==> src/rtl/rom_burst_reader_if.sv <==
// -----------------------------------------------------------------------------
// rom_burst_reader_if
//   Command and output-stream signals of the ROM burst reader.
//   Command : start, start_addr, len, abort  (issuer -> reader)
//             busy, done                     (reader -> issuer)
//   Stream  : out_data, out_valid, out_last  (reader -> consumer)
//             out_ready                      (consumer -> reader)
//   Modports: master = the reader itself, slave = issuer/consumer side.
// -----------------------------------------------------------------------------
interface rom_burst_reader_if #(
  parameter int ADDR_W = 3,
  parameter int DATA_W = 8,
  parameter int LEN_W  = ADDR_W + 1
);
  logic              start;
  logic [ADDR_W-1:0] start_addr;
  logic [LEN_W-1:0]  len;
  logic              abort;
  logic              busy;
  logic              done;
  logic [DATA_W-1:0] out_data;
  logic              out_valid;
  logic              out_ready;
  logic              out_last;

  modport master (
    input  start, start_addr, len, abort, out_ready,
    output busy, done, out_data, out_valid, out_last
  );

  modport slave (
    output start, start_addr, len, abort, out_ready,
    input  busy, done, out_data, out_valid, out_last
  );
endinterface

==> src/rtl/rom_burst_reader.sv <==
// -----------------------------------------------------------------------------
// rom_burst_reader
//   Sequencer for an external combinational lookup ROM. A burst command
//   (start address, length) walks the ROM address upward with wrap-around;
//   each ROM word is registered and streamed out on a valid/ready interface
//   with a last-beat flag. done pulses the cycle after the last beat is taken.
// Ports
//   clk       : clock, rising edge
//   rst_n     : asynchronous active-low reset
//   bus       : command/stream interface (master modport)
//   rom_addr  : ROM address (the internal read-address register)
//   rom_dout  : combinational ROM data for rom_addr
// -----------------------------------------------------------------------------
module rom_burst_reader #(
  parameter int ADDR_W = 3,
  parameter int DATA_W = 8,
  parameter int LEN_W  = ADDR_W + 1
) (
  input  logic                  clk,
  input  logic                  rst_n,
  rom_burst_reader_if.master    bus,
  output logic [ADDR_W-1:0]     rom_addr,
  input  logic [DATA_W-1:0]     rom_dout
);

  typedef enum logic {
    IDLE = 1'b0,
    RUN  = 1'b1
  } state_t;

  state_t            state_q,     state_d;
  logic [ADDR_W-1:0] rd_addr_q,   rd_addr_d;
  logic [LEN_W-1:0]  rd_cnt_q,    rd_cnt_d;
  logic [DATA_W-1:0] out_data_q,  out_data_d;
  logic              out_valid_q, out_valid_d;
  logic              out_last_q,  out_last_d;
  logic              done_q,      done_d;

  logic              accept;
  logic              fetch;

  // A beat is taken by the consumer this cycle.
  assign accept = out_valid_q && bus.out_ready;
  // Words remain and the output register is empty or being emptied, so the
  // next ROM word can be captured without a bubble.
  assign fetch  = (rd_cnt_q != '0) && (!out_valid_q || bus.out_ready);

  always_ff @(posedge clk or negedge rst_n) begin
    if (!rst_n) begin
      state_q     <= IDLE;
      rd_addr_q   <= '0;
      rd_cnt_q    <= '0;
      out_data_q  <= '0;
      out_valid_q <= 1'b0;
      out_last_q  <= 1'b0;
      done_q      <= 1'b0;
    end else begin
      state_q     <= state_d;
      rd_addr_q   <= rd_addr_d;
      rd_cnt_q    <= rd_cnt_d;
      out_data_q  <= out_data_d;
      out_valid_q <= out_valid_d;
      out_last_q  <= out_last_d;
      done_q      <= done_d;
    end
  end

  always_comb begin
    state_d     = state_q;
    rd_addr_d   = rd_addr_q;
    rd_cnt_d    = rd_cnt_q;
    out_data_d  = out_data_q;
    out_valid_d = out_valid_q;
    out_last_d  = out_last_q;
    done_d      = 1'b0;

    if (bus.abort) begin
      // Cancel wins over everything; rd_addr deliberately left untouched.
      state_d     = IDLE;
      out_valid_d = 1'b0;
      out_last_d  = 1'b0;
      rd_cnt_d    = '0;
    end else begin
      case (state_q)
        IDLE: begin
          if (bus.start && (bus.len != '0)) begin
            state_d   = RUN;
            rd_addr_d = bus.start_addr;
            rd_cnt_d  = bus.len;
          end
        end
        RUN: begin
          if (accept && out_last_q) begin
            state_d     = IDLE;
            out_valid_d = 1'b0;
            out_last_d  = 1'b0;
            done_d      = 1'b1;
          end else if (fetch) begin
            out_data_d  = rom_dout;
            out_valid_d = 1'b1;
            out_last_d  = (rd_cnt_q == LEN_W'(1));
            // Natural ADDR_W-bit overflow gives the wrap to address 0.
            rd_addr_d   = rd_addr_q + 1'b1;
            rd_cnt_d    = rd_cnt_q - 1'b1;
          end else if (accept) begin
            out_valid_d = 1'b0;
            out_last_d  = 1'b0;
          end
        end
        default: state_d = IDLE;
      endcase
    end
  end

  assign rom_addr      = rd_addr_q;
  assign bus.busy      = (state_q == RUN);
  assign bus.done      = done_q;
  assign bus.out_data  = out_data_q;
  assign bus.out_valid = out_valid_q;
  assign bus.out_last  = out_last_q;

endmodule

==> src/flat_wrapper.sv <==
// flat-port wrapper written by rule: the top's interface ports become plain ports
module rom_burst_reader_flat 
#(
  parameter int ADDR_W = 3,
  parameter int DATA_W = 8,
  parameter int LEN_W  = ADDR_W + 1
)
  (clk, rst_n, rom_addr, rom_dout, bus_start, bus_start_addr, bus_len, bus_abort, bus_out_ready, bus_busy, bus_done, bus_out_data, bus_out_valid, bus_out_last);
  rom_burst_reader_if #(.ADDR_W(ADDR_W), .DATA_W(DATA_W), .LEN_W(LEN_W)) bus_i ();
  input  logic clk;
  input  logic rst_n;
  output logic [ADDR_W-1:0] rom_addr;
  input  logic [DATA_W-1:0] rom_dout;
  input wire logic [$bits(bus_i.start)-1:0] bus_start;
  input wire logic [$bits(bus_i.start_addr)-1:0] bus_start_addr;
  input wire logic [$bits(bus_i.len)-1:0] bus_len;
  input wire logic [$bits(bus_i.abort)-1:0] bus_abort;
  input wire logic [$bits(bus_i.out_ready)-1:0] bus_out_ready;
  output wire logic [$bits(bus_i.busy)-1:0] bus_busy;
  output wire logic [$bits(bus_i.done)-1:0] bus_done;
  output wire logic [$bits(bus_i.out_data)-1:0] bus_out_data;
  output wire logic [$bits(bus_i.out_valid)-1:0] bus_out_valid;
  output wire logic [$bits(bus_i.out_last)-1:0] bus_out_last;
  assign bus_i.start = bus_start;
  assign bus_i.start_addr = bus_start_addr;
  assign bus_i.len = bus_len;
  assign bus_i.abort = bus_abort;
  assign bus_i.out_ready = bus_out_ready;
  assign bus_busy = bus_i.busy;
  assign bus_done = bus_i.done;
  assign bus_out_data = bus_i.out_data;
  assign bus_out_valid = bus_i.out_valid;
  assign bus_out_last = bus_i.out_last;
  rom_burst_reader #(.ADDR_W(ADDR_W), .DATA_W(DATA_W), .LEN_W(LEN_W)) u_core (.clk(clk), .rst_n(rst_n), .bus(bus_i), .rom_addr(rom_addr), .rom_dout(rom_dout));
endmodule
==> config.mk <==
export PLATFORM = sky130hd
export DESIGN_NAME = rom_burst_reader_flat
export DESIGN_NICKNAME = d
export VERILOG_FILES = /design/src/rtl/rom_burst_reader_if.sv /design/src/rtl/rom_burst_reader.sv /design/src/flat_wrapper.sv
export SDC_FILE = /design/constraint.sdc
export NUM_CORES = 1
export LEC_CHECK = 0
export BUFFER_PORTS_ARGS = -buffer_cell sky130_fd_sc_hd__buf_2
export CAP_MARGIN = 20
export CORE_MARGIN = 2
export CORE_UTILIZATION = 35
export CTS_CLUSTER_SIZE = 10
export DETAILED_ROUTE_END_ITERATION = 10
export PLACE_DENSITY = 0.59
export SYNTH_ARGS = -nofsm -noshare
export SYNTH_HDL_FRONTEND = slang
export SYNTH_SLANG_ARGS = --single-unit
==> constraint.sdc <==
create_clock -name clk -period 2.6 [get_ports clk]
set_clock_uncertainty 0.05 [all_clocks]
set_input_delay 0.52 -clock clk [delete_from_list [all_inputs] [get_ports clk]]
set_output_delay 0.52 -clock clk [all_outputs]
set_load 0.02 [all_outputs]
# Word-level counts from Yosys, hierarchy flattened
# Index checks and enable logic that the tools add are counted.
[op_classes]
n_eq_ne = 7
muxes = 25
reduce_logical = 14
n_bitwise = 3
add_sub_neg = 2
[ops]
columns = ["cell", "count"]
rows = [
  ["two-way mux 4 bit", 4],
  ["two-way mux 1 bit", 15],
  ["nonzero test 4 bit", 3],
  ["two-way mux 3 bit", 3],
  ["case mux 4 bit (2 select lines)", 1],
  ["AND reduction 4 bit", 2],
  ["!= test 3 bit (second input constant)", 2],
  ["case mux 3 bit (2 select lines)", 1],
  ["equality test 4 x 1 -> 1 bit (second input constant)", 1],
  ["logical AND 1 bit", 4],
  ["!= test 2 bit (second input constant)", 2],
  ["subtractor 4 x 1 -> 4 bit (second input constant)", 1],
  ["adder 3 x 1 -> 3 bit (second input constant)", 1],
  ["!= test 3 x 2 -> 1 bit (second input constant)", 1],
  ["NOT 1 bit", 3],
  ["AND reduction 3 bit", 1],
  ["!= test 2 x 1 -> 1 bit (second input constant)", 1],
  ["case mux 1 bit (2 select lines)", 1],
  ["AND reduction 2 bit", 1],
  ["nonzero test 2 bit", 1],
  ["logical NOT 1 bit", 1],
  ["logical OR 1 bit", 1],
]
[totals]
register_bits = 19
out_inout_bits = 15
in_bits = 20

# Depth between registers and ports, before layout
# Gate-level depths: netlist of run 1.
[logic_depth]
ltp_word = 7
mapped_depth = 7

# Worst setup path before layout of run 1
# Ideal clock, no wire load.
[synth_timing]
path_type = "reg-to-reg"
start = "reg u_core.rd_cnt_q[0]"
end = "reg u_core.out_data_q[0], in the netlist u_core.bus.out_data[0]"
path_slack_ps = 846
synth_period_minus_slack_ps = 1754
t_required_ps = 2425
stages_incl_launch_ff = 7
path_buffers = 1
arrival_time_ps = 1579
path_cell_list = "dfrtp_1 -> inv_1 -> ha_1 -> nor3b_2 -> a211oi_4 -> buf_6 -> mux2_2"
[synth_via]
elab_chain_cells = 3
[synth_rtl]
columns = ["element", "line", "source"]
rows = [
  ["start: declaration", "rom_burst_reader.sv:33", "logic [LEN_W-1:0] rd_cnt_q, rd_cnt_d;"],
  ["start signal: assignment", "rom_burst_reader.sv:60", "rd_cnt_q <= rd_cnt_d;"],
  ["nonzero test 4 bit", "rom_burst_reader.sv:46", "assign fetch = (rd_cnt_q != '0) && (!out_valid_q || bus.out_ready);"],
  ["logical AND 1 bit", "rom_burst_reader.sv:46", ""],
  ["AND reduction 4 bit (no line)", "n/a", ""],
  ["end signal: assignment", "rom_burst_reader.sv:61", "out_data_q <= out_data_d;"],
  ["end: declaration", "rom_burst_reader.sv:34", "logic [DATA_W-1:0] out_data_q, out_data_d;"],
]
# Every way passes these cells.
# A chain may end at the register's enable or synchronous reset.

# Worst setup path after layout of run 1
[layout_timing]
start = "reg u_core.rd_cnt_q[0]"
end = "reg u_core.out_data_q[1], in the netlist u_core.bus.out_data[1]"
# The elaborated chain is that of the path after synthesis.

==> flow_metrics.tcl, run 1 <==
set metrics [dict create \
    status "finished, violations left" \
    violations_in_the_final_reports "design-rule violations" \
    cts.path.max_buffers 2 \
    fmax_ghz 0.4939 \
    synth_area_per_cell_sq_um 11.14 \
    grt_pass1_vias 808 \
    max-cap-violations 0 \
    timing.setup.tns_ns 0 \
    cts_setup_buffers 0 \
    syn_area_sq_um 1047 \
    nNetsFinal 154 \
    worst_slew_pin_slew_ns 0.6587 \
    fp-row-count 19 \
    initial_antenna_violation_count 0 \
    yosys.area_share.xor_xnor_pct 0 \
    routed_via_density 5.335 \
    clock_sink_count 19 \
    holdCritPathClass "primary input to asynchronous set/reset pin" \
    timing.critical_path.fanout_max 13 \
    number_of_filler_cells_placed_in_the_layout 275 \
    setup_viol 0 \
    layout-area-overhead-vs-synth_pct 21.15 \
    muxShareOfSynthArea_pct 11.59 \
    maximum_number_of_pins_on_one_net_before_global_route_repair 20 \
    synth_compound_gate_area_share_pct 17.20 \
    drc 3 \
    layout_setup_ws_ns 0.5751 \
    multi_input_area_sq_um 530.5 \
    mostFrequentLayoutCells "34 x sky130_fd_sc_hd__buf_2, 19 x sky130_fd_sc_hd__dfrtp_1, 9 x sky130_fd_sc_hd__mux2_2" \
    num_io_pins 35 \
    clockRootBuffer "sky130_fd_sc_hd__clkbuf_4" \
    synth-seq-area-share_pct 45.40 \
    cp-end-kind "flip-flop" \
    globalRouteOverflowTotal 0 \
    ys.flop_type "sky130_fd_sc_hd__dfrtp_1" \
    post_route_cells_drive_above_1_share_pct 43.85 \
    storage_cell_area_sq_um 475.5 \
    syn_inst 94 \
    num_vias 859 \
    synth_adder_area_share_pct 3.584 \
    timing_worst_setup_path_type "flip-flop to flip-flop" \
    detail_route.wirelength_mm 2.120 \
    die_width_microns 58.70 \
    power_density_nw_per_um2 770.4 \
    max-vdd-ir-drop_mv 0.4179 \
    setup_repair_after_global_routing_missed_its_margin "no" \
    core-area_sq_um 2805 \
    floorplan.initialDensity_pct 37.33 \
    cts_htree_levels 1 \
    tritoncts "built" \
    total_clock_buffers_created_by_cts 3 \
    place.port_buffers 34 \
    mappedNetlistNets 117 \
    synth_top_family_by_area "simple AND/OR/NAND/NOR gates" \
    wire_length_of_the_first_global_routing_pass_mm 3.519 \
    cts.clk_slew.worst_paths_ns 0.11 \
    post-synth-top-area-fraction_pct 45.40 \
    cts_repair_resize_count 0 \
    timing_hold_violations_final 0 \
    drt_pre_antenna_iters 7 \
    cp_slowest_cell "sky130_fd_sc_hd__a211oi_4" \
    static-leakage-power_uw 0.0005914 \
    postSynth.asyncResetShare_pct 100.0 \
    post_cts_hold_buffer_count 0 \
    synthTopCellsByArea "sky130_fd_sc_hd__dfrtp_1 45%, sky130_fd_sc_hd__mux2_2 9.7%, sky130_fd_sc_hd__ha_1 3.6%, sky130_fd_sc_hd__o41ai_2 3.1%, sky130_fd_sc_hd__nor2_1 2.5%" \
    crit_required_ns 2.74 \
    synth_largest_area_cell "sky130_fd_sc_hd__dfrtp_1" \
    n_antenna_cell 0 \
    dp_slack_ns 0.5438 \
    final_common_cell "sky130_fd_sc_hd__buf_2" \
    worst_relative_slew_slack_pct 55.61 \
    timing.critical_path.buf_inv 1 \
    drt_iter0_markers 26 \
    ant_nets 0 \
    synth_enable_flop_cells 0 \
    worst_setup_path_start_kind "flip-flop" \
    clock_latency_on_the_worst_skew_pair_ns 0.29 \
    yosysWarningCount 0 \
    finalCriticalPeriod_ns 2.025 \
    die_area_sq_um 3446 \
    post_synth_and_or_nand_nor_area_fraction_pct 18.28 \
    final-max-slew-violation-count 0 \
    synth-seq-cells 19 \
    die_y_microns 58.70 \
    path_delay_family "compound AO/OA/AOI/OAI gates" \
    grt_util_all_layers_pct 13.53 \
    final_min_period_over_clock_period_pct 77.88 \
    place.gp.congestion 0.8532 \
    worst_path_max_stage_delay_ns 0.55 \
    hpwlAfterDp_mm 1.656 \
    synth_cell_types 37 \
    crit_path_cell_trace "inv_1 > ha_1 > nor3b_2 > a211oi_4 > mux2_2" \
    average_routed_wire_per_standard_cell_microns 13.17 \
    signal_arrival_time_at_the_worst_endpoint_ns 2.16 \
]
[logic make-up (layout without fill, tap and decap cells)]
family          Yosys count  in the layout
simple gates             33             33
compound gates           20             20
flops                    19             19
mux                      11             11
buf+inv                   8             44
fa+ha+maj                 3              3
[cells in the mapped netlist (2+ instances only)]
cell / instances
sky130_fd_sc_hd__mux2_2: 9
sky130_fd_sc_hd__nor3_1: 5
sky130_fd_sc_hd__o41ai_2: 2
sky130_fd_sc_hd__dfrtp_1: 19
sky130_fd_sc_hd__nand2_1: 5
sky130_fd_sc_hd__a21oi_1: 5
sky130_fd_sc_hd__nor2_1: 7
sky130_fd_sc_hd__inv_1: 5
sky130_fd_sc_hd__mux2i_1: 2
sky130_fd_sc_hd__ha_1: 3
sky130_fd_sc_hd__nand3_1: 2
sky130_fd_sc_hd__nand2b_1: 3
sky130_fd_sc_hd__nor2b_1: 2
sky130_fd_sc_hd__a221oi_1: 2
[through the flow]
stage	hold WS, ns	utilization [%]	area [sq um]	instances	total power (uW)
CTS	0.09408	45.23	1269	161	997.9
global placement	0.4273	44.25	1241	157	837.4
finish	0.08841	45.23	1269	161	977.5
detailed placement	0.4350	44.25	1241	157	844.8
global route	0.09268	45.23	1269	161	1048
floorplan	0.1744	-	1047	94	710.3
[where the power goes]
group / total, uW / leakage (uW) / switching (uW) / internal (uW)
Sequential: 441 / 0.000237 / 63.2 / 378
Clock: 146 / 0.0000177 / 88.7 / 57.2
Combinational: 390 / 0.000336 / 218 / 172
[worst register-to-register path: cells and delay by family (launching register included)]
kind / cells / cell delay [ns]
flops: 1 / 0.43
compound gates: 1 / 0.56
mux: 1 / 0.41
simple gates: 1 / 0.20
fa+ha+maj: 1 / 0.22
buf+inv: 1 / 0.06
[per-layer routing]
metal	track usage (%)	part of all wire (%)
met1	16.16	44
met2	21.83	45
met3	5.055	8.0
met4	5.844	2.1
met5	0	0
[cell type report]
cell class,count,share of cell area (%)
multi-input cells,67,41.81
flip-flops and latches,19,37.48
repair buffers,35,14.00
well taps,31,3.057
clock buffers,3,1.775
inverters,5,1.479
clock inverters,1,0.3945
[final timing paths]
path	start	endpoint	slack, ns	cells past startpoint
setup / recovery	u_core.rd_cnt_q[0]$_DFFE_PN0P_	u_core.bus.out_data[1]$_DFFE_PN0P_	0.58	5
hold / removal	rst_n	u_core.bus.out_last$_DFFE_PN0P_	0.09	1
setup reg to reg	u_core.rd_cnt_q[0]$_DFFE_PN0P_	u_core.bus.out_data[1]$_DFFE_PN0P_	0.58	5
hold reg to reg	u_core.bus.out_data[3]$_DFFE_PN0P_	u_core.bus.out_data[3]$_DFFE_PN0P_	0.46	1
max in group asynchronous	rst_n	u_core.rd_cnt_q[1]$_DFFE_PN0P_	2.11	1
min in group clk	rom_dout[2]	u_core.bus.out_data[2]$_DFFE_PN0P_	0.40	2
[flip-flops by register name, indices dropped and copies added, names as in the netlist]
| name | flops |
|---|---|
| u_core.bus.busy | 1 |
| u_core.bus.done | 1 |
| u_core.bus.out_data | 8 |
| u_core.bus.out_last | 1 |
| u_core.bus.out_valid | 1 |
| u_core.rd_cnt_q | 4 |
| u_core.rom_addr | 3 |
No activity file was read; power rests on OpenSTA's default activity.
==> inputs of run 2 (changes only) <==
- PLACE_DENSITY: 0.59 -> 0.61
- clock period: 2.6 -> 1.8 ns (I/O delays scaled with it)
==> flow_metrics.tcl, run 2 (synthesized netlist as in run 1, its figures left out) <==
set metrics [dict create \
    status "finished, violations left" \
    violations_in_the_final_reports "design-rule violations" \
    die_width_microns 58.70 \
    total_clock_buffers_created_by_cts 3 \
    worst_slew_pin_slew_ns 0.4305 \
    finalCriticalPeriod_ns 1.732 \
    initial_antenna_violation_count 0 \
    power_density_nw_per_um2 1055 \
    multi_input_area_sq_um 549.3 \
    final-max-slew-violation-count 0 \
    place.port_buffers 34 \
    hpwlAfterDp_mm 1.826 \
    max-cap-violations 0 \
    drc 3 \
    max-vdd-ir-drop_mv 0.6599 \
    wire_length_of_the_first_global_routing_pass_mm 3.946 \
    fmax_ghz 0.5773 \
    floorplan.initialDensity_pct 37.33 \
    clock_sink_count 19 \
    tritoncts "built" \
    post_route_cells_drive_above_1_share_pct 49.65 \
    die_area_sq_um 3446 \
    cp-end-kind "flip-flop" \
    ant_nets 0 \
    fp-row-count 19 \
    clock_latency_on_the_worst_skew_pair_ns 0.30 \
    n_antenna_cell 0 \
    setup_repair_after_global_routing_missed_its_margin "yes" \
    setup_viol 0 \
    number_of_filler_cells_placed_in_the_layout 274 \
    layout-area-overhead-vs-synth_pct 35.25 \
    detail_route.wirelength_mm 2.458 \
    nNetsFinal 167 \
    placed_cell_area_sq_um 1329 \
    timing_worst_setup_path_type "flip-flop to flip-flop" \
    cts.clk_slew.worst_paths_ns 0.11 \
    final_min_period_over_clock_period_pct 96.24 \
    storage_cell_area_sq_um 475.5 \
    grt_util_all_layers_pct 14.96 \
    timing_hold_violations_final 0 \
    timing.setup.tns_ns 0 \
    finish.instance_area_sq_um 1416 \
    drt_iter0_markers 29 \
    mostFrequentLayoutCells "34 x sky130_fd_sc_hd__buf_2, 19 x sky130_fd_sc_hd__dfrtp_1, 11 x sky130_fd_sc_hd__buf_4" \
    place.gp.congestion 0.8372 \
    static-leakage-power_uw 0.0006617 \
    maximum_number_of_pins_on_one_net_before_global_route_repair 20 \
    globalRouteOverflowTotal 0 \
    signal_arrival_time_at_the_worst_endpoint_ns 1.88 \
    holdCritPathClass "primary input to flip-flop" \
    flip_flop_count_of_the_largest_register_after_layout 8 \
    drt_pre_antenna_iters 7 \
    timing.critical_path.fanout_max 6 \
    worst_relative_slew_slack_pct 71.30 \
    num_io_pins 35 \
    cts.path.max_buffers 2 \
    grt_pass1_vias 838 \
    average_routed_wire_per_standard_cell_microns 14.13 \
    core-area_sq_um 2805 \
    die_y_microns 58.70 \
    worst_setup_path_start_kind "flip-flop" \
    crit_required_ns 1.95 \
    cts_htree_levels 1 \
    final_common_cell "sky130_fd_sc_hd__buf_2" \
    num_vias 936 \
    clockRootBuffer "sky130_fd_sc_hd__clkbuf_4" \
    routed_via_density 5.379 \
]
==> run 2: through the flow <==
stage,hold WS [ns],setup slack [ns],std cells,utilization (%),total power (uW)
6_report,0.2300,0.06770,174,50.49,1495
5_1_grt,0.2154,-0.02309,174,50.49,1598
4_1_cts,0.2252,0.03784,172,48.88,1491
3_5_place_dp,0.2786,0.03293,167,47.37,1256
3_3_place_gp,0.2780,0.08199,167,47.37,1241
2_1_floorplan,0.01441,0.04631,94,-,1026
==> run 2: cell type report <==
| cell class | count | area share (%) |
|---|---|---|
| multi-input combinational | 67 | 38.78 |
| sequential | 19 | 33.57 |
| timing repair buffer | 48 | 21.73 |
| tap | 31 | 2.739 |
| clock buffer | 4 | 1.855 |
| inverter | 5 | 1.325 |
==> run 2: final timing paths <==
path	start	endpoint	slack, ns	cells past startpoint
max	u_core.rd_cnt_q[1]$_DFFE_PN0P_	u_core.bus.out_data[7]$_DFFE_PN0P_	0.07	6
min	rom_dout[0]	u_core.bus.out_data[0]$_DFFE_PN0P_	0.23	2
max reg2reg	u_core.rd_cnt_q[1]$_DFFE_PN0P_	u_core.bus.out_data[7]$_DFFE_PN0P_	0.07	6
min reg2reg	u_core.bus.out_data[0]$_DFFE_PN0P_	u_core.bus.out_data[0]$_DFFE_PN0P_	0.47	1
max in group asynchronous	rst_n	u_core.bus.out_last$_DFFE_PN0P_	0.93	2
min in group asynchronous	rst_n	u_core.bus.busy$_DFF_PN0_	0.48	2
==> run 2: worst max-delay path, cell delays in order (launching register included) <==
cell,delay (ns)
sky130_fd_sc_hd__dfrtp_1,0.37
sky130_fd_sc_hd__inv_2,0.05
sky130_fd_sc_hd__ha_2,0.17
sky130_fd_sc_hd__nor3b_4,0.17
sky130_fd_sc_hd__a211oi_4,0.28
sky130_fd_sc_hd__clkbuf_16,0.21
sky130_fd_sc_hd__mux2_2,0.32
==> run 2: where the power goes <==
| group | switching [uW] | total (uW) | internal, uW |
|---|---|---|---|
| clock network | 134 | 220 | 86.5 |
| registers | 87.1 | 633 | 546 |
| logic | 346 | 641 | 295 |
| total | 567 | 1490 | 928 |
==> run 2: timing repair <==
| item | 4_1_cts | 5_1_grt |
|---|---|---|
| cloned | 0 | 1 |
| pin swaps | 0 | 2 |
| hold buffers | 1 | 0 |
| hold endpoints to repair | 19 | 0 |
| setup endpoints to repair | 1 | 9 |
| setup buffers | 0 | 1 |
| resized for setup | 1 | 4 |
==> run 2: layer usage <==
metal / share of wire, % / global-route usage, % / up-vias / wire length [microns]
li1: - / - / 446 / -
met1: 48 / 21.48 / 452 / 1178
met2: 44 / 23.60 / 34 / 1072
met3: 7.3 / 2.418 / 4 / 179
met4: 1.1 / 3.896 / 0 / 27
met5: 0 / 0 / - / 0
==> inputs of run 3 (changes only) <==
- ABC_AREA: not set -> 1
- GPL_TIMING_DRIVEN: not set -> 0
- clock period: 1.8 -> 1.4 ns (I/O delays scaled with it)
==> flow_metrics.tcl, run 3 <==
set metrics [dict create \
    drt_pre_antenna_iters 4 \
    synth_cell_types 21 \
    layout-area-overhead-vs-synth_pct 27.85 \
    core-area_sq_um 2978 \
    worst_slew_pin_slew_ns 0.4348 \
    drt_iter0_markers 27 \
    synth_enable_flop_cells 0 \
    dp_slack_ns -0.08434 \
    setup_repair_after_global_routing_missed_its_margin "no" \
    post_synth_and_or_nand_nor_area_fraction_pct 31.84 \
    synthTopCellsByArea "sky130_fd_sc_hd__dfrtp_1 45%, sky130_fd_sc_hd__nand2_1 17%, sky130_fd_sc_hd__o21ai_2 7.4%, sky130_fd_sc_hd__inv_1 4.9%, sky130_fd_sc_hd__nand3_1 4.2%" \
    number_of_filler_cells_placed_in_the_layout 298 \
    grt_util_met2_pct 25.71 \
    mappedNetlistNets 154 \
    timing.setup.tns_ns 0 \
    die_area_sq_um 3499 \
    grt-busiest-layer "met2" \
    crit_required_ns 1.54 \
    holdCritPathClass "primary input to flip-flop" \
    floorplan.initialDensity_pct 35.76 \
    syn_inst 131 \
    fp-row-count 20 \
    tritoncts "built" \
    cp-end-kind "flip-flop" \
    synth_area_per_cell_sq_um 8.128 \
    timing_worst_setup_path_type "flip-flop to flip-flop" \
    wire_length_of_the_first_global_routing_pass_mm 3.788 \
    grt_pass1_vias 926 \
    worst_relative_slew_slack_pct 71.02 \
    num_vias 930 \
    maximum_number_of_pins_on_one_net_before_global_route_repair 20 \
    signal_arrival_time_at_the_worst_endpoint_ns 1.44 \
    power.total_uw 1835 \
    setup_viol 0 \
    postSynth.asyncResetShare_pct 100.0 \
    n_antenna_cell 0 \
    place.gp.congestion 0.7221 \
    total_clock_buffers_created_by_cts 3 \
    clockRootBuffer "sky130_fd_sc_hd__clkbuf_4" \
    ant_nets 0 \
    gr_layer_usage_met3_pct 1.965 \
    finalCoreUtilization_pct 45.71 \
    place.port_buffers 34 \
    detail_route.wirelength_mm 2.208 \
    final_min_period_over_clock_period_pct 92.76 \
    power_density_nw_per_um2 1348 \
    die_width_microns 59.16 \
    drc 0 \
    yosysWarningCount 0 \
    grt_util_all_layers_pct 14.18 \
    synth_largest_area_cell "sky130_fd_sc_hd__dfrtp_1" \
    average_routed_wire_per_standard_cell_microns 10.67 \
    ys.flop_type "sky130_fd_sc_hd__dfrtp_1" \
    muxShareOfSynthArea_pct 0 \
    yosys.area_share.xor_xnor_pct 0.8226 \
    globalRouteOverflowTotal 0 \
    num_io_pins 35 \
    netlist_top_cells_count "48 x sky130_fd_sc_hd__nand2_1, 19 x sky130_fd_sc_hd__dfrtp_1, 14 x sky130_fd_sc_hd__inv_1" \
    post-synth-top-area-fraction_pct 44.65 \
    layout_setup_ws_ns 0.1014 \
    max-cap-violations 0 \
    initial_antenna_violation_count 0 \
    status "finished, final reports clean" \
    die_y_microns 59.16 \
    cts.path.max_buffers 2 \
    routed_via_density 4.493 \
    fmax_ghz 0.7701 \
    synth-seq-area-share_pct 44.65 \
    worst_setup_path_start_kind "flip-flop" \
    final-instance-count-excl-fill 207 \
    synth_top_family_by_area "simple AND/OR/NAND/NOR gates" \
    final-max-slew-violation-count 0 \
    clock_latency_on_the_worst_skew_pair_ns 0.29 \
    timing_hold_violations_final 0 \
    cts.clk_slew.worst_paths_ns 0.10 \
    yosys.cell_count.top_type "sky130_fd_sc_hd__nand2_1" \
    synth_compound_gate_area_share_pct 10.22 \
    clock_sink_count 19 \
    mostFrequentLayoutCells "47 x sky130_fd_sc_hd__nand2_1, 35 x sky130_fd_sc_hd__buf_2, 19 x sky130_fd_sc_hd__dfrtp_1" \
    hpwlAfterDp_mm 1.662 \
    static-leakage-power_uw 0.0007681 \
    post-place-cells 198 \
    final_common_cell "sky130_fd_sc_hd__nand2_1" \
    use_met1_pct 17.47 \
    timing.critical_path.fanout_max 5 \
    finalCriticalPeriod_ns 1.299 \
    max-vdd-ir-drop_mv 0.6864 \
    cts_htree_levels 1 \
    post_route_cells_drive_above_1_share_pct 38.51 \
    nNetsFinal 198 \
    flip_flop_count_of_the_largest_register_after_layout 8 \
    synth_adder_area_share_pct 3.525 \
    synth-seq-cells 19 \
    syn_area_sq_um 1065 \
]
[run 3: changes by cell type after synthesis, moves of 5 or more]
cell,previous run,this run
sky130_fd_sc_hd__nor3_1,5,0
sky130_fd_sc_hd__mux2_2,9,0
sky130_fd_sc_hd__o21ai_2,0,9
sky130_fd_sc_hd__nand2_1,5,48
sky130_fd_sc_hd__inv_1,5,14
sky130_fd_sc_hd__nand3_1,2,9
[run 3: stage by stage]
| step | instance area [sq um] | hold slack [ns] |
|---|---|---|
| after floorplan | 1065 | -0.06559 |
| after global placement | 1276 | 0.1975 |
| after detailed placement | 1276 | 0.2099 |
| after CTS | 1346 | 0.08860 |
| after global routing | 1361 | 0.1033 |
| final | 1361 | 0.1077 |
[run 3: logic make-up after synthesis]
group           after synthesis
compound gates               15
xor+xnor                      1
fa+ha+maj                     3
buf+inv                      21
flops                        19
simple gates                 72
[run 3: where the power goes]
part | leakage, uW | switching (uW) | total, uW | internal, uW
clock | 0.0000150 | 156 | 267 | 111
sequential | 0.000245 | 93.9 | 785 | 691
combinational | 0.000509 | 481 | 783 | 303
[run 3: repair_timing]
item	4_1_cts	5_1_grt
setup endpoints to repair	17	17
hold buffers	1	0
setup buffers	4	0
pin swaps	0	1
gates resized for setup	1	4
cloned	0	0
endpoints found under the hold margin	19	0
[run 3: critical path, cell delays in order, from the launching register on]
cell and delay (ns):
sky130_fd_sc_hd__dfrtp_1 0.36, sky130_fd_sc_hd__inv_1 0.09, sky130_fd_sc_hd__ha_4 0.19, sky130_fd_sc_hd__nand2_4 0.08, sky130_fd_sc_hd__nand4_4 0.13, sky130_fd_sc_hd__buf_4 0.18, sky130_fd_sc_hd__nand2_1 0.07, sky130_fd_sc_hd__o21ai_2 0.05
[run 3: final timing paths]
| path | startpoint | endpoint | slack (ns) | cells after the start |
|---|---|---|---|---|
| max in group asynchronous | rst_n | u_core.rd_cnt_q[1]$_DFFE_PN0P_ | 0.59 | 2 |
| min reg2reg | u_core.bus.out_data[7]$_DFFE_PN0P_ | u_core.bus.out_data[7]$_DFFE_PN0P_ | 0.44 | 2 |
| min | bus_abort | u_core.bus.done$_DFF_PN0_ | 0.11 | 2 |
| max reg2reg | u_core.rd_cnt_q[0]$_DFFE_PN0P_ | u_core.bus.out_data[6]$_DFFE_PN0P_ | 0.10 | 7 |
| min in group asynchronous | rst_n | u_core.rd_cnt_q[0]$_DFFE_PN0P_ | 0.41 | 2 |
| max | u_core.rd_cnt_q[0]$_DFFE_PN0P_ | u_core.bus.out_data[6]$_DFFE_PN0P_ | 0.10 | 7 |
[run 3: area by class of cell]
class | count | area [sq um] | share of cell area, %
multi-input cells | 91 | 509.2 | 37.41
flip-flops and latches | 19 | 475.5 | 34.93
well taps | 33 | 41.29 | 3.033
plain buffers | 4 | 35.03 | 2.574
clock buffers | 4 | 26.28 | 1.930
inverters | 17 | 63.81 | 4.687
repair buffers | 39 | 210.2 | 15.44
[run 3: metal layers]
metal | up-vias | wire length (microns)
met1 | 405 | 1040
met3 | 0 | 111
met5 | - | 0
met2 | 27 | 1056
li1 | 498 | -
met4 | 0 | 0
